### src/rtl/fp_pkg.sv
// Shared FP32 types, constants and FSM state encoding for the stream accumulator.
package fp_pkg;
  typedef struct packed {
    logic       sign;
    logic [7:0] exp;
    logic [22:0] man;
  } fp32_t;

  localparam fp32_t FP_ZERO    = 32'h0000_0000;
  localparam fp32_t FP_POS_INF = 32'h7F80_0000;
  localparam fp32_t FP_NEG_INF = 32'hFF80_0000;
  localparam int    EXP_BIAS   = 127;
  localparam int    EXP_MAX    = 255;

  typedef enum logic [1:0] {
    ST_IDLE  = 2'd0,
    ST_ALIGN = 2'd1,
    ST_ADD   = 2'd2,
    ST_NORM  = 2'd3
  } state_t;

  // Zero and denormal encodings both collapse to +0.
  function automatic fp32_t flush(fp32_t x);
    return (x.exp == 8'h00) ? FP_ZERO : x;
  endfunction
endpackage

### src/rtl/fp_lzc.sv
// Combinational 27-bit leading-zero counter; an all-zero input yields 27.
module fp_lzc (
  input  logic [26:0] val,
  output logic [4:0]  cnt
);
  always_comb begin
    cnt = 5'd27;
    for (int i = 0; i < 27; i++)
      if (val[i]) cnt = 5'(26 - i);
  end
endmodule

### src/rtl/fp_stream_accum.sv
// Multi-cycle FP32 running-sum accumulator: IDLE -> ALIGN -> ADD -> NORM, emits total on last.
module fp_stream_accum
  import fp_pkg::*;
(
  input  logic        clk,
  input  logic        rst,
  input  logic        clr,
  input  logic        in_vld,
  input  logic [31:0] in_FP,
  input  logic        in_last,
  output logic        in_rdy,
  output logic [31:0] sum_FP,
  output logic        sum_vld,
  output logic        busy
);
  state_t state;
  fp32_t  acc, op;
  logic   last_q;

  logic [25:0] big_q, small_q;
  logic [7:0]  exp_q;
  logic        sign_q, sub_q, inf_q, inf_sign_q;

  logic [26:0] raw_q;
  logic [7:0]  rexp_q;
  logic        rsign_q, rinf_q, rinf_sign_q;

  assign in_rdy = (state == ST_IDLE);
  assign busy   = (state != ST_IDLE);

  fp32_t       a_op, a_acc, a_big, a_sml;
  logic        a_swap, a_inf, a_inf_sign;
  logic [7:0]  a_diff;
  logic [23:0] sig_big, sig_sml;
  logic [25:0] sml_sh;

  always_comb begin
    a_op   = flush(op);
    a_acc  = flush(acc);
    a_swap = {a_op.exp, a_op.man} > {a_acc.exp, a_acc.man};
    a_big  = a_swap ? a_op : a_acc;
    a_sml  = a_swap ? a_acc : a_op;
    a_diff = a_big.exp - a_sml.exp;
    sig_big = (a_big.exp == 8'h00) ? 24'h0 : {1'b1, a_big.man};
    sig_sml = (a_sml.exp == 8'h00) ? 24'h0 : {1'b1, a_sml.man};
    sml_sh  = (a_diff > 8'd25) ? 26'h0 : ({sig_sml, 2'b00} >> a_diff);
    a_inf      = (acc.exp == 8'hFF) || (op.exp == 8'hFF);
    a_inf_sign = (op.exp == 8'hFF) ? op.sign : acc.sign;
  end

  logic [4:0]        lz;
  logic [26:0]       n_sh;
  logic signed [9:0] n_exp;
  fp32_t             n_res;

  fp_lzc u_lzc (.val(raw_q), .cnt(lz));

  // Shifting the leading one to bit 26 covers both the carry and the cancellation case.
  always_comb begin
    n_sh  = raw_q << lz;
    n_exp = $signed({2'b00, rexp_q}) + 10'sd1 - $signed({5'b00000, lz});
    if (rinf_q)
      n_res = rinf_sign_q ? FP_NEG_INF : FP_POS_INF;
    else if (raw_q == 27'h0 || n_exp <= 10'sd0)
      n_res = FP_ZERO;
    else if (n_exp >= 10'(EXP_MAX))
      n_res = rsign_q ? FP_NEG_INF : FP_POS_INF;
    else
      n_res = '{sign: rsign_q, exp: n_exp[7:0], man: 23'(n_sh >> 3)};
  end

  always_ff @(posedge clk or posedge rst) begin
    if (rst) begin
      state   <= ST_IDLE;
      acc     <= FP_ZERO;
      op      <= FP_ZERO;
      last_q  <= 1'b0;
      sum_FP  <= FP_ZERO;
      sum_vld <= 1'b0;
      big_q   <= '0;
      small_q <= '0;
      exp_q   <= '0;
      sign_q  <= 1'b0;
      sub_q   <= 1'b0;
      inf_q   <= 1'b0;
      inf_sign_q  <= 1'b0;
      raw_q   <= '0;
      rexp_q  <= '0;
      rsign_q <= 1'b0;
      rinf_q  <= 1'b0;
      rinf_sign_q <= 1'b0;
    end else begin
      sum_vld <= 1'b0;
      if (clr) begin
        state <= ST_IDLE;
        acc   <= FP_ZERO;
      end else begin
        case (state)
          ST_IDLE: if (in_vld) begin
            op     <= in_FP;
            last_q <= in_last;
            state  <= ST_ALIGN;
          end
          ST_ALIGN: begin
            big_q      <= {sig_big, 2'b00};
            small_q    <= sml_sh;
            exp_q      <= a_big.exp;
            sign_q     <= a_big.sign;
            sub_q      <= a_big.sign ^ a_sml.sign;
            inf_q      <= a_inf;
            inf_sign_q <= a_inf_sign;
            state      <= ST_ADD;
          end
          ST_ADD: begin
            raw_q       <= sub_q ? ({1'b0, big_q} - {1'b0, small_q})
                                 : ({1'b0, big_q} + {1'b0, small_q});
            rexp_q      <= exp_q;
            rsign_q     <= sign_q;
            rinf_q      <= inf_q;
            rinf_sign_q <= inf_sign_q;
            state       <= ST_NORM;
          end
          ST_NORM: begin
            state <= ST_IDLE;
            if (last_q) begin
              sum_FP  <= n_res;
              sum_vld <= 1'b1;
              acc     <= FP_ZERO;
            end else begin
              acc <= n_res;
            end
          end
          default: state <= ST_IDLE;
        endcase
      end
    end
  end
endmodule
### config.mk
export PLATFORM = sky130hd
export DESIGN_NAME = fp_stream_accum
export DESIGN_NICKNAME = d
export VERILOG_FILES = /design/src/rtl/fp_pkg.sv /design/src/rtl/fp_lzc.sv /design/src/rtl/fp_stream_accum.sv
export SDC_FILE = /design/constraint.sdc
export NUM_CORES = 1
export LEC_CHECK = 0
export BUFFER_PORTS_ARGS = -buffer_cell sky130_fd_sc_hd__buf_4
export CAP_MARGIN = 20
export CELL_PAD_IN_SITES_DETAIL_PLACEMENT = 1
export CELL_PAD_IN_SITES_GLOBAL_PLACEMENT = 2
export CORE_UTILIZATION = 35
export DETAILED_ROUTE_END_ITERATION = 6
export HOLD_SLACK_MARGIN = 0.03
export PLACE_DENSITY = 0.88
export SLEW_MARGIN = 20
export SYNTH_ARGS = -nofsm -noshare
export SYNTH_HDL_FRONTEND = slang
export SYNTH_SLANG_ARGS = --single-unit
### constraint.sdc
create_clock -name clk -period 5.9 [get_ports clk]
set_input_delay 0 -clock clk [delete_from_list [all_inputs] [get_ports clk]]
set_output_delay 0 -clock clk [all_outputs]
set_load 0.02 [all_outputs]
==> results.ini <==
[outcome]
outcome=finished clean

[flow_run]
max_cap_viol_count=0

[drt]
routed_via_density=5.76
drt_pass1_iterations=5
drt_iter0_drc=1021
wl_um=53900
drc=0
vias=13900
ant_nets=0
wl_per_cell_um=22.4

[critical_path]
cp_common_cell=nand2_1
crit_family=simple AND/OR/NAND/NOR gates
crit_path_end_kind=flop
r2r_cells=21
r2r_end=small_q[8]
r2r-start=op[26]
worst-path-max-fanout=26
cp.buffers_inverters=2
path_cells=nor4_1 > nand2_1 > buf_4 > nand2_1 > inv_1 > ha_1 > nand2_1 > o21ai_0 > a22oi_1 > and3b_1 > a211o_2 > mux2_2 > ha_1 > nand3b_1 > a21oi_1 > a211o_1 > or3_1 > or3_1 > nor4_1 > a31oi_1 > o221ai_1
crit_type=reg2reg
critPathLaunchType=flop
reg2reg_slack_ns=0.30
arrival_ns=5.99
slowest_stage=or3_1
max_stage_delay_ns=0.57
required_ns=6.29

[clocking]
cts_buffers=17
clkLatencyLatePin_ns=0.49
cts_tree=yes
cts_setup_buffers=0
clk_pin_slew_ns=0.08
clk_path_buf_depth=2
root_buffer=clkbuf_16
cts_sinks=200
cts.htree.levels=4

[synth]
synth_edf_count=0
yosysTopAreaCell=dfrtp_1
netlist.area_leader.share=0.331
synth_ff_type=dfrtp_1
ys_seq_area_frac=0.331
synth.ff_latch_count=200
syn_area_um2=15100
ys_warn_count=0
synthCells=1755
netlist_top_cells_count=260 x nand2_1, 200 x dfrtp_1, 142 x o21ai_0, 124 x nor2_1, 104 x mux2i_1
avgSynthCellArea_um2=8.62
yosysMostFrequentCell=nand2_1
ys_async_sr_fraction=1.00
synth.area.top_cells=dfrtp_1 33%, ha_1 8.2%, mux2i_1 6.9%, nand2_1 6.5%, o21ai_0 4.7%
syn_nets=1893
yosysUniqueCellTypes=86

[sta]
max_freq_mhz=179
rsz0062_at_grt=false
final_max_slew_viol_count=0
fin_tns_setup_ns=0
period_share=0.949
slew_headroom=0.484
finalHoldViolCount=0
tightest_slew_ns=0.755
skew_ns=0.0219
period_minus_slack_ns=5.60
setup_slack_ns=0.301
setup_violations=0

[final_layout]
postLayoutCoreUtil=0.408
num_antenna_cells=0
fillCellCount=5015
nNetsFinal=1957
area_growth_pct=14.3
drive_gt1_frac=0.135

[placement]
place_ws_ns=0.441
gp_congestion=0.947
dp_hpwl_um=42000
portBuffers=71

[floorplanning]
die_height_um=210
core_area_um2=42300
dieArea_um2=44000
num_rows=75
die_x_um=210
ios=72
start_util=0.357

[min_path]
hp-class=in2async

[global_routing]
grt_pass1_wl_um=84300
grt_pass1_vias=14100
grt_usage=0.249
grt_start_max_net_pins=104
grt_overflow=0
grt_antenna_before_repair=0

## timing repair
action                                 CTS  global route
gates resized for setup                  0             1
endpoints found under the hold margin  145             0
hold buffers                            36             0
setup endpoints to repair                0             1
## placed cells by master (no fill, tap or decap), types with 36 or more instances in the layout
master	instances
nand2_1	260
nor2_1	123
dfrtp_1	200
a22o_1	39
buf_4	114
o21ai_0	142
inv_1	100
a21oi_1	100
mux2_2	50
mux2i_1	103
ha_1	99
dlygate4sd3_1	36
## per-layer routing
layer,track usage,share of wire,up-vias
met1,0.344,0.46,6988
li1,-,-,6428
met2,0.403,0.47,395
met5,0,0,-
met4,0.0717,0.021,0
met3,0.0389,0.049,55
## stage by stage
stage          instances  hold WS [ns]  instance area [um2]
2_1_floorplan       1755         0.151                15100
3_3_place_gp        2341         0.174                16300
3_5_place_dp        2341         0.183                16300
4_1_cts             2409         0.226                17300
5_1_grt             2409         0.274                17300
6_report            2409         0.182                17300
## final cells by class
class,count,area (um2),share of cell area
Sequential cell,200,5000,0.290
Multi-Input combinational cell,1341,9310,0.539
Timing Repair Buffer,151,1240,0.0716
Inverter,108,413,0.0239
Clock inverter,13,150,0.00869
Clock buffer,19,443,0.0256
Tap cell,577,722,0.0418
## cell families after synthesis
kind of cell	synth area share
mux	0.131
fa+ha+maj	0.0846
buf+inv	0.0561
compound gates	0.209
flops	0.331
simple gates	0.170
xor+xnor	0.0180
## registers in the layout (all words and copies together) (netlist names), 2 cells and up
name,flops
state,2
op,32
acc,32
sum_FP,32
small_q,26
raw_q,27
big_q,24
rexp_q,8
exp_q,8
## worst register-to-register path, cell delays in order (launching register included)
cell,delay (ns)
dfrtp_1,0.47
nor4_1,0.34
nand2_1,0.10
buf_4,0.24
nand2_1,0.23
inv_1,0.09
ha_1,0.32
nand2_1,0.07
o21ai_0,0.28
a22oi_1,0.16
and3b_1,0.27
a211o_2,0.33
mux2_2,0.23
ha_1,0.23
nand3b_1,0.16
a21oi_1,0.08
a211o_1,0.29
or3_1,0.57
or3_1,0.54
nor4_1,0.23
a31oi_1,0.08
o221ai_1,0.21
## how the worst max path moves through the flow
stage | to | cells after the start | from | slack (ns)
finish | small_q[8] | 21 | op[26] | 0.30
global route | small_q[8] | 21 | op[26] | 0.04
CTS | small_q[3] | 22 | op[23] | 0.36
detailed placement | small_q[8] | 21 | op[23] | 0.44
global placement | small_q[3] | 22 | op[26] | 0.42
floorplan | small_q[7] | 26 | op[24] | 0.03
Power is not shown: default switching activity piles up to over one toggle a cycle in this logic, so the estimate is an artifact.
